<file path="config.mk">
export PLATFORM = sky130hd
export DESIGN_NAME = lcd_page_arbiter
export DESIGN_NICKNAME = d
export VERILOG_FILES = /design/src/rtl/lcd_disp_pkg.sv /design/src/rtl/lcd_ms_tick.sv /design/src/rtl/lcd_page_arbiter.sv
export SDC_FILE = /design/constraint.sdc
export NUM_CORES = 1
export LEC_CHECK = 0
export CAP_MARGIN = 20
export CELL_PAD_IN_SITES_DETAIL_PLACEMENT = 1
export CELL_PAD_IN_SITES_GLOBAL_PLACEMENT = 1
export CORE_AREA = 2 2 612 614
export CTS_CLUSTER_DIAMETER = 30
export DETAILED_ROUTE_END_ITERATION = 8
export DIE_AREA = 0 0 614 616
export PLACE_DENSITY = 0.3
export SETUP_SLACK_MARGIN = 0.3
export SLEW_MARGIN = 20
export SYNTH_ARGS = -nofsm -noshare
export SYNTH_HDL_FRONTEND = slang
export SYNTH_SLANG_ARGS = --single-unit
</file>
<file path="constraint.sdc">
create_clock -name clk -period 3.75 [get_ports clk]
set_input_delay 0.9375 -clock clk [delete_from_list [all_inputs] [get_ports clk]]
set_output_delay 0.9375 -clock clk [all_outputs]
set_load 0.05 [all_outputs]
</file>
<file path="src/rtl/lcd_disp_pkg.sv">
// Shared constants and state encoding for the LCD page arbitration logic.
package lcd_disp_pkg;

  localparam int LCD_CHARS   = 32;
  localparam int LCD_FRAME_W = 256;

  localparam logic [7:0]             CHAR_SPACE  = 8'h20;
  localparam logic [LCD_FRAME_W-1:0] BLANK_FRAME = {LCD_CHARS{CHAR_SPACE}};

  localparam logic [3:0] SRC_NONE = 4'hF;

  typedef enum logic {
    BG   = 1'b0,
    SHOW = 1'b1
  } disp_state_t;

endpackage

</file>
<file path="src/rtl/lcd_ms_tick.sv">
// Millisecond prescaler: one-cycle tick every CLK_PER_MS clocks, restartable via clr.
module lcd_ms_tick #(
  parameter int CLK_PER_MS = 50_000
) (
  input  logic clk,
  input  logic rst,
  input  logic clr,
  output logic tick
);

  localparam int PW = (CLK_PER_MS > 1) ? $clog2(CLK_PER_MS) : 1;
  localparam logic [PW-1:0] TERM = PW'(CLK_PER_MS - 1);

  logic [PW-1:0] cnt;

  always_ff @(posedge clk) begin
    if (rst || clr) begin
      cnt <= '0;
    end else if (cnt == TERM) begin
      cnt <= '0;
    end else begin
      cnt <= cnt + PW'(1);
    end
  end

  assign tick = (cnt == TERM);

endmodule

</file>
<file path="src/rtl/lcd_page_arbiter.sv">
// Picks the frame sent to the LCD1602 driver: background page or a timed,
// priority-arbitrated message with optional blink.
//
//   state | meaning
//   BG    | background page on dis_data, waiting for any request
//   SHOW  | latched message on dis_data, hold timer running
module lcd_page_arbiter
  import lcd_disp_pkg::*;
#(
  parameter int NUM_MSG    = 4,
  parameter int CLK_PER_MS = 50_000,
  parameter int HOLD_MS    = 3000,
  parameter int BLINK_MS   = 500
) (
  input  logic                           clk,
  input  logic                           rst,
  input  logic [LCD_FRAME_W-1:0]         bg_frame,
  input  logic [NUM_MSG-1:0]             msg_req,
  input  logic [NUM_MSG*LCD_FRAME_W-1:0] msg_frame,
  input  logic [NUM_MSG-1:0]             msg_blink,
  input  logic                           msg_clear,
  output logic [NUM_MSG-1:0]             msg_ack,
  output logic [NUM_MSG-1:0]             msg_done,
  output logic                           busy,
  output logic [3:0]                     active_src,
  output logic [LCD_FRAME_W-1:0]         dis_data
);

  localparam int IDX_W = (NUM_MSG > 1) ? $clog2(NUM_MSG) : 1;
  localparam int CNT_W = $clog2(HOLD_MS + 1);

  disp_state_t state, state_d;

  logic [LCD_FRAME_W-1:0] frame_q, frame_d;
  logic                   blink_en_q, blink_en_d;
  logic                   phase_q, phase_d;
  logic [CNT_W-1:0]       hold_cnt, hold_d;
  logic [CNT_W-1:0]       blink_cnt, blink_cnt_d;
  logic [IDX_W-1:0]       cur_idx, cur_d;

  logic [NUM_MSG-1:0]     ack_d, done_d;
  logic                   busy_d;
  logic [3:0]             src_d;
  logic [LCD_FRAME_W-1:0] dis_d;

  logic                   req_any;
  logic [IDX_W-1:0]       req_idx;
  logic [LCD_FRAME_W-1:0] req_frame;
  logic                   req_blink;
  logic                   grant;
  logic                   expire;
  logic                   tick;
  logic                   tick_clr;

  // Lowest index wins: scan from the top so the last hit is the highest priority.
  always_comb begin
    req_any   = 1'b0;
    req_idx   = '0;
    req_frame = BLANK_FRAME;
    req_blink = 1'b0;
    for (int i = NUM_MSG - 1; i >= 0; i--) begin
      if (msg_req[i]) begin
        req_any   = 1'b1;
        req_idx   = IDX_W'(i);
        req_frame = msg_frame[i*LCD_FRAME_W +: LCD_FRAME_W];
        req_blink = msg_blink[i];
      end
    end
  end

  // A clear in SHOW outranks any request; requests at or above the current priority re-grant.
  always_comb begin
    grant = 1'b0;
    if (state == BG) begin
      grant = req_any;
    end else if (!msg_clear && req_any && (req_idx <= cur_idx)) begin
      grant = 1'b1;
    end
  end

  assign expire   = tick && (hold_cnt == CNT_W'(HOLD_MS - 1));
  assign tick_clr = (state == BG) || grant;

  lcd_ms_tick #(
    .CLK_PER_MS (CLK_PER_MS)
  ) u_ms_tick (
    .clk  (clk),
    .rst  (rst),
    .clr  (tick_clr),
    .tick (tick)
  );

  always_comb begin
    state_d     = state;
    frame_d     = frame_q;
    blink_en_d  = blink_en_q;
    phase_d     = phase_q;
    hold_d      = hold_cnt;
    blink_cnt_d = blink_cnt;
    cur_d       = cur_idx;
    ack_d       = '0;
    done_d      = '0;
    busy_d      = busy;
    src_d       = active_src;
    dis_d       = dis_data;

    if (grant) begin
      state_d        = SHOW;
      frame_d        = req_frame;
      blink_en_d     = req_blink;
      phase_d        = 1'b1;
      hold_d         = '0;
      blink_cnt_d    = '0;
      cur_d          = req_idx;
      ack_d[req_idx] = 1'b1;
      busy_d         = 1'b1;
      src_d          = 4'(req_idx);
      dis_d          = req_frame;
    end else begin
      case (state)
        BG: begin
          busy_d = 1'b0;
          src_d  = SRC_NONE;
          dis_d  = bg_frame;
        end
        SHOW: begin
          if (msg_clear || expire) begin
            if (!msg_clear) begin
              done_d[cur_idx] = 1'b1;
            end
            state_d = BG;
            busy_d  = 1'b0;
            src_d   = SRC_NONE;
            dis_d   = bg_frame;
          end else begin
            if (tick) begin
              hold_d = hold_cnt + CNT_W'(1);
              if (blink_cnt == CNT_W'(BLINK_MS - 1)) begin
                blink_cnt_d = '0;
                phase_d     = ~phase_q;
              end else begin
                blink_cnt_d = blink_cnt + CNT_W'(1);
              end
            end
            dis_d = (blink_en_q && !phase_d) ? BLANK_FRAME : frame_q;
          end
        end
        default: begin
          state_d = BG;
        end
      endcase
    end
  end

  always_ff @(posedge clk) begin
    if (rst) begin
      state      <= BG;
      frame_q    <= BLANK_FRAME;
      blink_en_q <= 1'b0;
      phase_q    <= 1'b1;
      hold_cnt   <= '0;
      blink_cnt  <= '0;
      cur_idx    <= '0;
      msg_ack    <= '0;
      msg_done   <= '0;
      busy       <= 1'b0;
      active_src <= SRC_NONE;
      dis_data   <= BLANK_FRAME;
    end else begin
      state      <= state_d;
      frame_q    <= frame_d;
      blink_en_q <= blink_en_d;
      phase_q    <= phase_d;
      hold_cnt   <= hold_d;
      blink_cnt  <= blink_cnt_d;
      cur_idx    <= cur_d;
      msg_ack    <= ack_d;
      msg_done   <= done_d;
      busy       <= busy_d;
      active_src <= src_d;
      dis_data   <= dis_d;
    end
  end

endmodule
</file>
# [Word level (Yosys, flattened, before mapping)]
# Index checks and enable logic that the tools add are counted.
[word_totals] reg_bits=570 input_bits=1291 wordCells=87
[classes] n_addsub=3 order_cmp=5 eq_ne=4 mux=41 bitwise=4 reduce_logical=17
[ops] cell="256-bit two-way mux" count=7
[ops] cell="256-bit one-hot mux with 2 select lines" count=1
[ops] cell="12-bit by 1-bit adder with 12-bit output (second input constant)" count=2
[ops] cell="1-bit two-way mux" count=22
[ops] cell="16-bit by 1-bit adder with 16-bit output (second input constant)" count=1
[ops] cell="16-bit == test (second input constant)" count=1
[ops] cell="12-bit == test (second input constant)" count=1
[ops] cell="12-bit by 9-bit == test with 1-bit output (second input constant)" count=1
[ops] cell="12-bit two-way mux" count=1
[ops] cell="2-bit two-way mux" count=4
[ops] cell="4-bit two-way mux" count=2
[ops] cell="4-bit one-hot mux with 2 select lines" count=1
[ops] cell="1-bit logical AND" count=6
[ops] cell="2-bit by 3-bit < comparator with 1-bit output (second input constant)" count=2
[ops] cell="2-bit OR reduction" count=3
[ops] cell="5-bit OR reduction" count=1
[ops] cell="1-bit demux with 2-bit select" count=2
[ops] cell="2-bit by 1-bit >= comparator with 1-bit output (second input constant)" count=2
[ops] cell="1-bit NOT" count=4
[ops] cell="1-bit logical OR" count=3
[ops] cell="3-bit by 1-bit != test with 1-bit output (second input constant)" count=1
[ops] cell="3-bit AND reduction" count=1
[ops] cell="2-bit less-or-equal comparator" count=1
[ops] cell="1-bit logical NOT" count=2
[ops] cell="other kinds (2)" count=2

# [Depth between registers and ports, before layout]
# Gate-level depths: netlist of run 1.
[logic_depth] word_depth=15 ltp_mapped=14

# [Modules after synthesis]
# A second synthesis of run 1 with hierarchy kept.
[hier_totals] cells_unflattened=2538 hier_area_um2=24038.1
[modules_own_cells] mod="lcd_page_arbiter" n_inst=1 cells_per_inst=2458 area_each_um2=23317.4 seq_area_each_um2=11070.6
[modules_own_cells] mod="lcd_ms_tick" n_inst=1 cells_per_inst=80 area_each_um2=720.7 seq_area_each_um2=320.3

# [Worst setup path after synthesis of run 1]
# No wires, ideal clock.
[synth_timing] kind="input-to-reg" startpoint="in msg_req[1]" endpoint="reg dis_data[100]" setup_ns=0.092 t_arrival_ns=3.907 t_required_ns=3.658 slack_ns=-0.250 cell_stages=14 path_buffers=6 cell_sequence="clkbuf_1 > or2_2 > clkbuf_1 > clkbuf_1 > nor2_1 > ha_1 > nor2b_1 > o211a_1 > a2111oi_0 > clkbuf_1 > clkbuf_1 > clkbuf_1 > nand3b_1 > o311ai_4"
[synth_between] elab_chain_cells=7 word_cells_on_any_way=12
[synth_lines] item="start, declared" line_no="lcd_page_arbiter.sv:18" text="input logic [NUM_MSG-1:0] msg_req,"
[synth_lines] item="2-bit two-way mux (2 in a row)" line_no="lcd_page_arbiter.sv:62" text="if (msg_req[i]) begin"
[synth_lines] item="net req_idx[1]" line_no="lcd_page_arbiter.sv:47" text="logic [IDX_W-1:0] req_idx;"
[synth_lines] item="2-bit less-or-equal comparator" line_no="lcd_page_arbiter.sv:76" text="end else if (!msg_clear && req_any && (req_idx <= cur_idx)) begin"
[synth_lines] item="1-bit logical AND" line_no="lcd_page_arbiter.sv:76"
[synth_lines] item="1-bit two-way mux" line_no="lcd_page_arbiter.sv:76"
[synth_lines] item="1-bit two-way mux" line_no="lcd_page_arbiter.sv:74" text="if (state == BG) begin"
[synth_lines] item="256-bit two-way mux" line_no="lcd_page_arbiter.sv:107" text="if (grant) begin"
[synth_lines] item="end signal, assigned" line_no="lcd_page_arbiter.sv:181" text="dis_data <= dis_d;"
[synth_lines] item="end, declared" line_no="lcd_page_arbiter.sv:26" text="output logic [LCD_FRAME_W-1:0] dis_data"
# The timed path passes the listed nets, and every way through them passes these cells.
# A chain may end at the register's enable or synchronous reset.

# [Final worst setup path of run 1]
[layout_timing] startpoint="reg dis_data[22]" endpoint="out dis_data[22]"
# No word-level cell between the ends.

==> results of run 1 <==
cell type report:
cell class                      count  area (um2)
Inverter                            9       41.29
Antenna cell                       48       120.1
Timing Repair Buffer             1896       19120
Sequential cell                   569       11390
Clock inverter                     44       649.4
Tap cell                         4972        6221
Clock buffer                      417        7933
Fill cell                       42690      310300
Multi-Input combinational cell   2098       15530
power by group through the flow:
stage                     Clock, mW  Combinational (mW)  Sequential, mW
after global placement            0                7.96            7.29
after detailed placement          0                7.99            7.29
after CTS                      21.1                8.02            7.21
final                          20.5                7.83            7.20
after global routing           21.5                8.24            7.27
after floorplan                   0                2.04            8.68
metal layers:
layer	track usage	vias to the layer above	part of all wire
met3	0.04545	544	0.075
met2	0.2674	1400	0.49
met1	0.1879	17320	0.41
li1	-	15510	-
met4	0.03818	92	0.024
met5	0	-	0.0019
through the flow:
stage | util | worst slack (ns) | instance area (um2) | TNS [ns] | instances
global route | 0.1641 | 0.4142 | 60930 | 0 | 10020
floorplan | - | 0.2671 | 28560 | 0 | 3010
finish | 0.1643 | 0.4760 | 61010 | 0 | 10050
global placement | 0.1409 | -0.3421 | 52310 | -17.23 | 9544
detailed placement | 0.1409 | -0.3144 | 52310 | -43.79 | 9544
CTS | 0.1640 | 0.3873 | 60890 | 0 | 10010
final timing paths:
kind	start	endpoint	slack (ns)	depth (start not counted)
max	dis_data[22]	dis_data[22]	0.48	1
min	frame_q[230]	frame_q[230]	0.44	2
max reg2reg	u_ms_tick.cnt[5]	dis_data[0]	0.83	7
min reg2reg	frame_q[230]	frame_q[230]	0.44	2
cell usage in the layout, fill, tap and decap left out, drive strengths merged, types with 19 or more instances in the layout:
cell type and n:
nand3b 224, nand2 567, clkinv 28, clkdlybuf4s50 1552
o22ai 256, inv 20, nand3 243, diode 48
a221o 224, o311ai 225, clkbuf 417, o21ai 71
xnor2 24, buf 344, a311oi 32, dfxtp 569
o211ai 67, nor2 49, nor4 19
sequential cells by signal (all words and copies together), names as in the netlist:
register	flops
frame_q	256
blink_cnt	12
hold_cnt	12
state	1
active_src	3
blink_en_q	1
dis_data	256
msg_ack	4
cur_idx	2
msg_done	4
u_ms_tick.cnt	16
busy	1
phase_q	1
cell families after synthesis:
family          count (synthesis)
mux                             1
compound gates                896
flops                         569
xor+xnor                       32
simple gates                 1164
fa+ha+maj                       5
buf+inv                       343
==> results.sh, run 1 <==
export IMPL_status="finished clean"
export IMPL_post_cts_buffers=0
export IMPL_die_height_um=616
export IMPL_drt_iter0_drc=1930
export IMPL_synth_cell_types=60
export IMPL_synth_top_family_by_area="compound AO/OA/AOI/OAI gates"
export IMPL_critical_path_top_delay_family="buffers and inverters"
export IMPL_synth_seq_cells=569
export IMPL_synthXorXnorAreaFrac=0.009880
export IMPL_leakage_nw=21.53
export IMPL_seqPwrFrac=0.202
export IMPL_cts_resized=0
export IMPL_coreArea_um2=371400
export IMPL_area_delta_synth_final_pct=115.1
export IMPL_synth_mux_area_frac=0.0003529
export IMPL_ir_worst_vdd_mv=0.2907
export IMPL_slew_viol_final=0
export IMPL_grt_pass1_wl_mm=388.1
export IMPL_cts_made_buffers=262
export IMPL_vias=34870
export IMPL_start_util=0.07638
export IMPL_finalClockSkew_ns=0.05111
export IMPL_grt_max_degree=79
export IMPL_async_flop_share=0
export IMPL_endpoint_kind="output port"
export IMPL_synth_compound_area_frac=0.3274
export IMPL_rows=224
export IMPL_drive_above_1_share=0.1796
export IMPL_dp_hpwl_mm=255.5
export IMPL_first_global_vias=37490
export IMPL_synth_top_area_share=0.4016
export IMPL_syn_nets=4306
export IMPL_synth_adder_area_share=0.002205
export IMPL_swShare=0.3058
export IMPL_p_per_area_nw_per_um2=582.9
export IMPL_startpoint_type="register"
export IMPL_syn_inst=3010
export IMPL_cp_slowest_cell="clkdlybuf4s50_1"
export IMPL_routed_wirelength_mm=306.0
export IMPL_ys_top_cells_by_count="dfxtp_1, nand2_1, clkbuf_1"
export IMPL_hold_worst_slack_ns=0.4370
export IMPL_cts_root_buf="clkbuf_16"
export IMPL_gp_congestion=0.8398
export IMPL_die_area_um2=378200
export IMPL_hp_class="reg2reg"
export IMPL_ys_seq_area_frac=0.4016
export IMPL_fin_crit_ns=3.274
export IMPL_clkTransAtPathRegs_ns=0.04
export IMPL_p_clk_frac=0.577
export IMPL_max_freq_ghz=0.3054
export IMPL_yosysTopAreaCell="dfxtp_1"
export IMPL_grt_overflow=0
export IMPL_p_sw_mw=10.88
export IMPL_worstMarginPinSlew_ns=0.9886
export IMPL_ys_flop_type="dfxtp_1"
export IMPL_syn_area_per_cell_um2=9.424
export IMPL_synth_area_leaders="dfxtp_1, o311ai_4, a221o_1, nand2_1, nand3b_1"
export IMPL_yosysWarnings=0
export IMPL_pin_count=1560
export IMPL_grt_usage=0.1555
export IMPL_rsz0062_at_grt="no"
export IMPL_cts_hold_buf=0
export IMPL_worstPathMaxFanout=1
export IMPL_synth_edf_count=0
export IMPL_viasPerCell=3.469
export IMPL_cap_violations=0
export IMPL_post_route_drc_count=0
export IMPL_die_w_um=614
export IMPL_hold_viol=0
export IMPL_required_ns=2.81
export IMPL_slowest_delay_ns=0.96
export IMPL_p_comb_frac=0.220
export IMPL_setup_viol=0
export IMPL_synthSimpleGateAreaFrac=0.2041
export IMPL_syn_area_um2=28370
export IMPL_power_internal_mw=24.68
export IMPL_synth_most_common_cell="dfxtp_1"
export IMPL_clk_path_buf_depth=4
export IMPL_path_cells="clkdlybuf4s50_1"
export IMPL_drt_first_pass_iters=5
export IMPL_crit_type="reg2out"
export IMPL_antenna_found_initial=208
export IMPL_drtAntennaViolNets=0
export IMPL_worst_ep_arrival_time_ns=2.34
export IMPL_portBuffers=1559
export IMPL_finalNetCount=6132
export IMPL_power_mw=35.56
export IMPL_clock_latency_ns=0.86
export IMPL_cts_tree="done"
export IMPL_clock_sinks=569
export IMPL_h_tree_depth=5
export IMPL_period_share=0.8731
export IMPL_slew_headroom=0.3409
export IMPL_wire_per_inst_um=30.43
export IMPL_critPathBufInv=1
No activity file was read; power rests on OpenSTA's default activity.
==> inputs of run 2 (changes only) <==
--- a/config.mk
+++ b/config.mk
@@ -13,6 +13,7 @@
 export DETAILED_ROUTE_END_ITERATION = 8
 export DIE_AREA = 0 0 614 616
 export PLACE_DENSITY = 0.3
+export RECOVER_POWER = 100
 export SETUP_SLACK_MARGIN = 0.3
 export SLEW_MARGIN = 20
 export SYNTH_ARGS = -nofsm -noshare
==> results.sh, run 2 (synthesis gave the netlist of run 1 again) <==
export IMPL_coreArea_um2=371400
export IMPL_slew_headroom=0.1534
export IMPL_leakage_nw=21.38
export IMPL_placed_area_um2=52310
export IMPL_vias=34890
export IMPL_clkTransAtPathRegs_ns=0.03
export IMPL_dp_hpwl_mm=255.5
export IMPL_cp_slowest_cell="a21oi_1"
export IMPL_swShare=0.3060
export IMPL_gp_congestion=0.8398
export IMPL_post_cts_buffers=0
export IMPL_critical_path_top_delay_family="buffers and inverters"
export IMPL_rr_endpoint="dis_data[160]"
export IMPL_clock_sinks=569
export IMPL_drtAntennaViolNets=0
export IMPL_finalClockSkew_ns=0.05290
export IMPL_hold_worst_slack_ns=0.4371
export IMPL_cts_tree="done"
export IMPL_rows=224
export IMPL_setup_slack_ns=0.2909
export IMPL_viasPerCell=3.473
export IMPL_drt_first_pass_iters=7
export IMPL_cts_resized=0
export IMPL_final_util=0.1593
export IMPL_p_comb_frac=0.209
export IMPL_min_delay_path_depth=2
export IMPL_grt_overflow=0
export IMPL_final_seq_area_um2=11390
export IMPL_die_area_um2=378200
export IMPL_reg_top3="dis_data: 256 flops, frame_q: 256 flops, u_ms_tick.cnt: 16 flops"
export IMPL_post_route_drc_count=0
export IMPL_area_delta_synth_final_pct=108.5
export IMPL_crit_path_frequent_cell="buf_12"
export IMPL_rsz0062_at_grt="no"
export IMPL_p_clk_frac=0.586
export IMPL_fillCellCount=42840
export IMPL_min_to="frame_q[195]"
export IMPL_cap_violations=0
export IMPL_start_util=0.07638
export IMPL_worstMarginPinSlew_ns=1.275
export IMPL_p_per_area_nw_per_um2=592.2
export IMPL_stdcell_count=10050
export IMPL_slew_viol_final=0
export IMPL_first_global_vias=37490
export IMPL_grt_pass1_wl_mm=388.1
export IMPL_hold_start="frame_q[195]"
export IMPL_clk_path_buf_depth=4
export IMPL_portBuffers=1559
export IMPL_power_internal_mw=24.30
export IMPL_pin_count=1560
export IMPL_seqPwrFrac=0.205
export IMPL_rrSetupSlack_ns=0.83
export IMPL_die_height_um=616
export IMPL_clock_latency_ns=0.86
export IMPL_multi_input_area_um2=13830
export IMPL_antenna_found_initial=210
export IMPL_most_common_layout_cells="clkdlybuf4s50_1, dfxtp_1, nand2_1"
export IMPL_place_ws_ns=-0.3144
export IMPL_hp_class="reg2reg"
export IMPL_drt_iter0_drc=1937
export IMPL_grt_usage=0.1555
export IMPL_fin_crit_ns=3.459
export IMPL_final_area_um2=59140
export IMPL_hold_viol=0
export IMPL_period_share=0.9224
export IMPL_drive_above_1_share=0.1482
export IMPL_cts_root_buf="clkbuf_16"
export IMPL_final_common_cell="clkdlybuf4s50_1"
export IMPL_required_ns=4.47
export IMPL_endpoint_kind="register"
export IMPL_worst_ep_arrival_time_ns=4.18
export IMPL_die_w_um=614
export IMPL_p_sw_mw=10.72
export IMPL_ir_worst_vdd_mv=0.2942
export IMPL_setup_viol=0
export IMPL_worstPathMaxFanout=16
export IMPL_slowest_delay_ns=0.60
export IMPL_h_tree_depth=5
export IMPL_placed_cells=9544
export IMPL_cts_made_buffers=262
export IMPL_finalSetupTns_ns=0
export IMPL_wire_per_inst_um=30.53
export IMPL_critPathBufInv=5
export IMPL_power_mw=35.02
export IMPL_crit_type="in2reg"
export IMPL_rr_worst_depth=11
export IMPL_cts_hold_buf=0
export IMPL_rr_startpoint="cur_idx[1]"
export IMPL_finalNetCount=6132
export IMPL_max_freq_ghz=0.2891
export IMPL_grt_max_degree=79
export IMPL_startpoint_type="primary input"
export IMPL_path_cells="clkdlybuf4s50_1 > nor2b_1 > o21ai_0 > ha_1 > nor2b_4 > clkbuf_4 > o211ai_1 > a21oi_1 > buf_12 > buf_12 > clkbuf_1 > nand2_1 > o311ai_0"
export IMPL_routed_wirelength_mm=306.8
export IMPL_status="finished clean"
==> run 2: cell types whose count changed in the layout (fill, tap and decap cells not counted), moves of 2 or more <==
cell / previous run / this run
clkdlybuf4s50_1: 1552 / 1288
dlygate4sd3_1: 0 / 264
o311ai_0: 65 / 191
o311ai_4: 100 / 25
buf_4: 262 / 203
o311ai_2: 58 / 9
clkbuf_1: 79 / 110
clkbuf_4: 0 / 27
diode_2: 48 / 42
clkbuf_2: 0 / 3
buf_12: 80 / 78
o311ai_1: 2 / 0
==> run 2: routing by layer <==
| metal | GRT usage | vias up | routed length [um] |
|---|---|---|---|
| met3 | 0.04545 | 548 | 23320 |
| li1 | - | 15500 | - |
| met5 | 0 | - | 590 |
| met2 | 0.2674 | 1420 | 148600 |
| met1 | 0.1879 | 17340 | 126400 |
| met4 | 0.03818 | 92 | 7895 |
==> run 2: how the worst max path moves through the flow <==
stage	cells past startpoint	endpoint	start
finish	13	dis_data[160]	msg_req[3]
global route	11	dis_data[11]	msg_req[3]
CTS	1	dis_data[130]	dis_data[130]
detailed placement	11	dis_data[57]	msg_req[3]
global placement	10	dis_data[2]	msg_req[0]
floorplan	12	dis_data[120]	msg_req[3]
==> run 2: power groups by stage <==
stage	clock (mW)	combinational, mW	sequential (mW)
final	20.5	7.31	7.18
after global routing	21.5	7.70	7.26
after CTS	21.1	8.02	7.21
after detailed placement	0	7.99	7.29
after global placement	0	7.96	7.29
after floorplan	0	2.04	8.68
==> run 2: worst register-to-register path, delay by kind of cell (launching register included) <==
family | cells | cell delay [ns]
buffers and inverters | 5 | 1.01
AOI/OAI and AO/OA | 3 | 0.96
DFF | 1 | 0.34
adders and majority gates | 1 | 0.26
and+or+nand+nor | 2 | 0.26
==> run 2: layout make-up <==
cell class | instances | share of cell area
repair buffers | 1896 | 0.3208
multi-input cells | 2098 | 0.2338
flip-flops and latches | 569 | 0.1926
clock buffers | 417 | 0.1341
well taps | 4972 | 0.1052
clock inverters | 44 | 0.01098
diodes | 42 | 0.001777
inverters | 9 | 0.0006982
==> inputs of run 3 (changes only) <==
--- a/config.mk
+++ b/config.mk
@@ -8,14 +8,15 @@
 export CAP_MARGIN = 20
 export CELL_PAD_IN_SITES_DETAIL_PLACEMENT = 1
 export CELL_PAD_IN_SITES_GLOBAL_PLACEMENT = 1
-export CORE_AREA = 2 2 612 614
+export CORE_AREA = 2 2 605 607
 export CTS_CLUSTER_DIAMETER = 30
 export DETAILED_ROUTE_END_ITERATION = 8
-export DIE_AREA = 0 0 614 616
+export DIE_AREA = 0 0 607 609
 export PLACE_DENSITY = 0.3
 export RECOVER_POWER = 100
 export SETUP_SLACK_MARGIN = 0.3
 export SLEW_MARGIN = 20
 export SYNTH_ARGS = -nofsm -noshare
 export SYNTH_HDL_FRONTEND = slang
+export SYNTH_HIERARCHICAL = 1
 export SYNTH_SLANG_ARGS = --single-unit
==> results.sh, run 3 <==
export IMPL_p_comb_frac=0.212
export IMPL_rows=222
export IMPL_cp_slowest_cell="clkbuf_2"
export IMPL_die_area_um2=369700
export IMPL_area_delta_synth_final_pct=131.1
export IMPL_syn_area_um2=24040
export IMPL_hold_worst_slack_ns=0.4420
export IMPL_ir_worst_vdd_mv=0.3681
export IMPL_antenna_found_initial=215
export IMPL_most_common_layout_cells="clkdlybuf4s50_1, dfxtp_1, dlygate4sd3_1"
export IMPL_syn_inst=2538
export IMPL_leakage_nw=21.55
export IMPL_h_tree_depth=4
export IMPL_grt_overflow=0
export IMPL_period_share=0.9075
export IMPL_drive_above_1_share=0.1586
export IMPL_coreArea_um2=363900
export IMPL_worstPathMaxFanout=15
export IMPL_gp_congestion=0.8801
export IMPL_cts_made_buffers=214
export IMPL_synth_most_common_cell="dfxtp_1"
export IMPL_dp_hpwl_mm=250.9
export IMPL_drt_first_pass_iters=7
export IMPL_setup_slack_ns=0.3470
export IMPL_finalNetCount=5678
export IMPL_ys_flop_type="dfxtp_1"
export IMPL_ys_top_cells_by_count="dfxtp_1, nor3_1, o22ai_1"
export IMPL_synth_seq_cells=569
export IMPL_startpoint_type="primary input"
export IMPL_grt_max_degree=92
export IMPL_placed_area_um2=48050
export IMPL_slowest_delay_ns=0.71
export IMPL_final_common_cell="clkdlybuf4s50_1"
export IMPL_cap_violations=0
export IMPL_vias=31790
export IMPL_hold_viol=0
export IMPL_routed_wirelength_mm=294.9
export IMPL_grt_usage=0.1534
export IMPL_max_freq_ghz=0.2939
export IMPL_place_ws_ns=-0.7189
export IMPL_critical_path_top_delay_family="buffers and inverters"
export IMPL_final_seq_area_um2=11390
export IMPL_crit_type="in2reg"
export IMPL_setup_viol=0
export IMPL_yosysTopAreaCell="dfxtp_1"
export IMPL_rsz0062_at_grt="no"
export IMPL_synth_cell_types=48
export IMPL_endpoint_kind="register"
export IMPL_status="finished clean"
export IMPL_power_mw=32.67
export IMPL_die_height_um=609
export IMPL_worstMarginPinSlew_ns=1.390
export IMPL_async_flop_share=0
export IMPL_portBuffers=1559
export IMPL_ys_seq_area_frac=0.4739
export IMPL_path_cells="clkbuf_1 > nor2b_1 > nor2_1 > nor2_1 > inv_1 > ha_1 > nand2b_1 > a221o_1 > clkbuf_4 > a21oi_1 > clkbuf_2 > clkbuf_2 > a21o_1"
export IMPL_clock_sinks=569
export IMPL_swShare=0.2997
export IMPL_critPathBufInv=5
export IMPL_slew_viol_final=0
export IMPL_reg_top3="dis_data: 256 flops, frame_q: 256 flops, u_ms_tick/cnt: 16 flops"
export IMPL_clk_path_buf_depth=4
export IMPL_syn_nets=3834
export IMPL_hp_class="reg2reg"
export IMPL_p_per_area_nw_per_um2=588.1
export IMPL_synth_top_area_share=0.4739
export IMPL_finalClockSkew_ns=0.07472
export IMPL_viasPerCell=3.377
export IMPL_pin_count=1560
export IMPL_worst_ep_arrival_time_ns=4.19
export IMPL_first_global_vias=33870
export IMPL_synth_edf_count=0
export IMPL_fillCellCount=42020
export IMPL_slew_headroom=0.07336
export IMPL_synth_area_leaders="dfxtp_1, a221o_1, a221oi_1, a21o_1, o22ai_1"
export IMPL_required_ns=4.54
export IMPL_start_util=0.06606
export IMPL_p_clk_frac=0.565
export IMPL_drtAntennaViolNets=0
export IMPL_syn_area_per_cell_um2=9.471
export IMPL_grt_pass1_wl_mm=369.4
export IMPL_post_route_drc_count=0
export IMPL_fin_crit_ns=3.403
export IMPL_clkTransAtPathRegs_ns=0.04
export IMPL_p_sw_mw=9.791
export IMPL_seqPwrFrac=0.222
export IMPL_cts_root_buf="clkbuf_16"
export IMPL_multi_input_area_um2=11660
export IMPL_wire_per_inst_um=31.32
export IMPL_die_w_um=607
export IMPL_final_area_um2=55560
export IMPL_power_internal_mw=22.88
export IMPL_clock_latency_ns=0.89
export IMPL_drt_iter0_drc=1759
export IMPL_cts_tree="done"
export IMPL_rrSetupSlack_ns=0.42
export IMPL_yosysWarnings=6
## run 3: cell count changes after synthesis, sizes merged, moves of 34 or more
cell,change
nand2,-479
nor3,+262
nand3,-227
o311ai,-225
a221oi,+224
a21o,+223
nand3b,-221
o211ai,-67
a21oi,+45
o21ai,+42
a31oi,+34
## run 3: worst paths after layout
| path | startpoint | end | cells past startpoint |
|---|---|---|---|
| worst max-delay path | msg_req[3] | frame_q[208] | 13 |
| worst min-delay path | frame_q[85] | frame_q[85] | 2 |
| worst max register to register | u_ms_tick/cnt[10] | dis_data[24] | 11 |
| worst min register to register | frame_q[85] | frame_q[85] | 2 |
## run 3: kinds of logic after synthesis
family / after synthesis / share of synthesized area
compound gates: 1140 / 0.3596
flops: 569 / 0.4739
simple gates: 509 / 0.1065
buf+inv: 290 / 0.04820
xor+xnor: 23 / 0.008380
fa+ha+maj: 5 / 0.002603
mux: 2 / 0.0008328
## run 3: power by group through the flow
| stage | clock network (mW) | registers (mW) | logic, mW |
|---|---|---|---|
| finish | 18.5 | 7.27 | 6.94 |
| global route | 19.3 | 7.34 | 7.30 |
| CTS | 18.9 | 7.30 | 7.30 |
| detailed placement | 0 | 7.38 | 7.26 |
| global placement | 0 | 7.39 | 7.23 |
| floorplan | 0 | 8.66 | 1.58 |
## run 3: final cells by class
type | count | area share
Inverter | 14 | 0.001081
Antenna cell | 38 | 0.001712
Clock buffer | 303 | 0.1132
Sequential cell | 569 | 0.2050
Multi-Input combinational cell | 1679 | 0.2098
Timing Repair Buffer | 1904 | 0.3376
Tap cell | 4816 | 0.1085
Clock inverter | 91 | 0.02302
## run 3: metal layers
layer | wire [um] | GRT usage | vias up | share of wire
met1 | 123500 | 0.1848 | 15740 | 0.42
met5 | 899 | 0 | - | 0.0030
met3 | 23750 | 0.05477 | 505 | 0.081
met2 | 140000 | 0.2576 | 1364 | 0.47
met4 | 6732 | 0.03657 | 134 | 0.023
li1 | - | - | 14040 | -
## run 3: what timing repair did
action / 4_1_cts / 5_1_grt
hold buffers: 0 / 0
setup buffers: 0 / 0
resized for setup: 4 / 3
setup endpoints to repair: 7 / 77
pin swaps: 0 / 0
cloned: 0 / 0
## run 3: per-stage QoR
step,instances,TNS [ns],utilization
after global routing,9394,0,0.1525
after CTS,9375,0,0.1529
final,9414,0,0.1527
after global placement,8969,-194.42,0.1317
after floorplan,2538,0,-
after detailed placement,8981,-155.73,0.1321
## run 3: worst reg2reg max path, stage by stage, from the launching register on
cell and delay, ns:
dfxtp_1 0.36, or4b_1 0.53, nor4_1 0.33, buf_4 0.21, nand3b_1 0.12, nor4_4 0.18, clkbuf_1 0.23, mux2i_4 0.31
nor3_2 0.12, buf_12 0.18, clkbuf_1 0.28, a221o_1 0.38
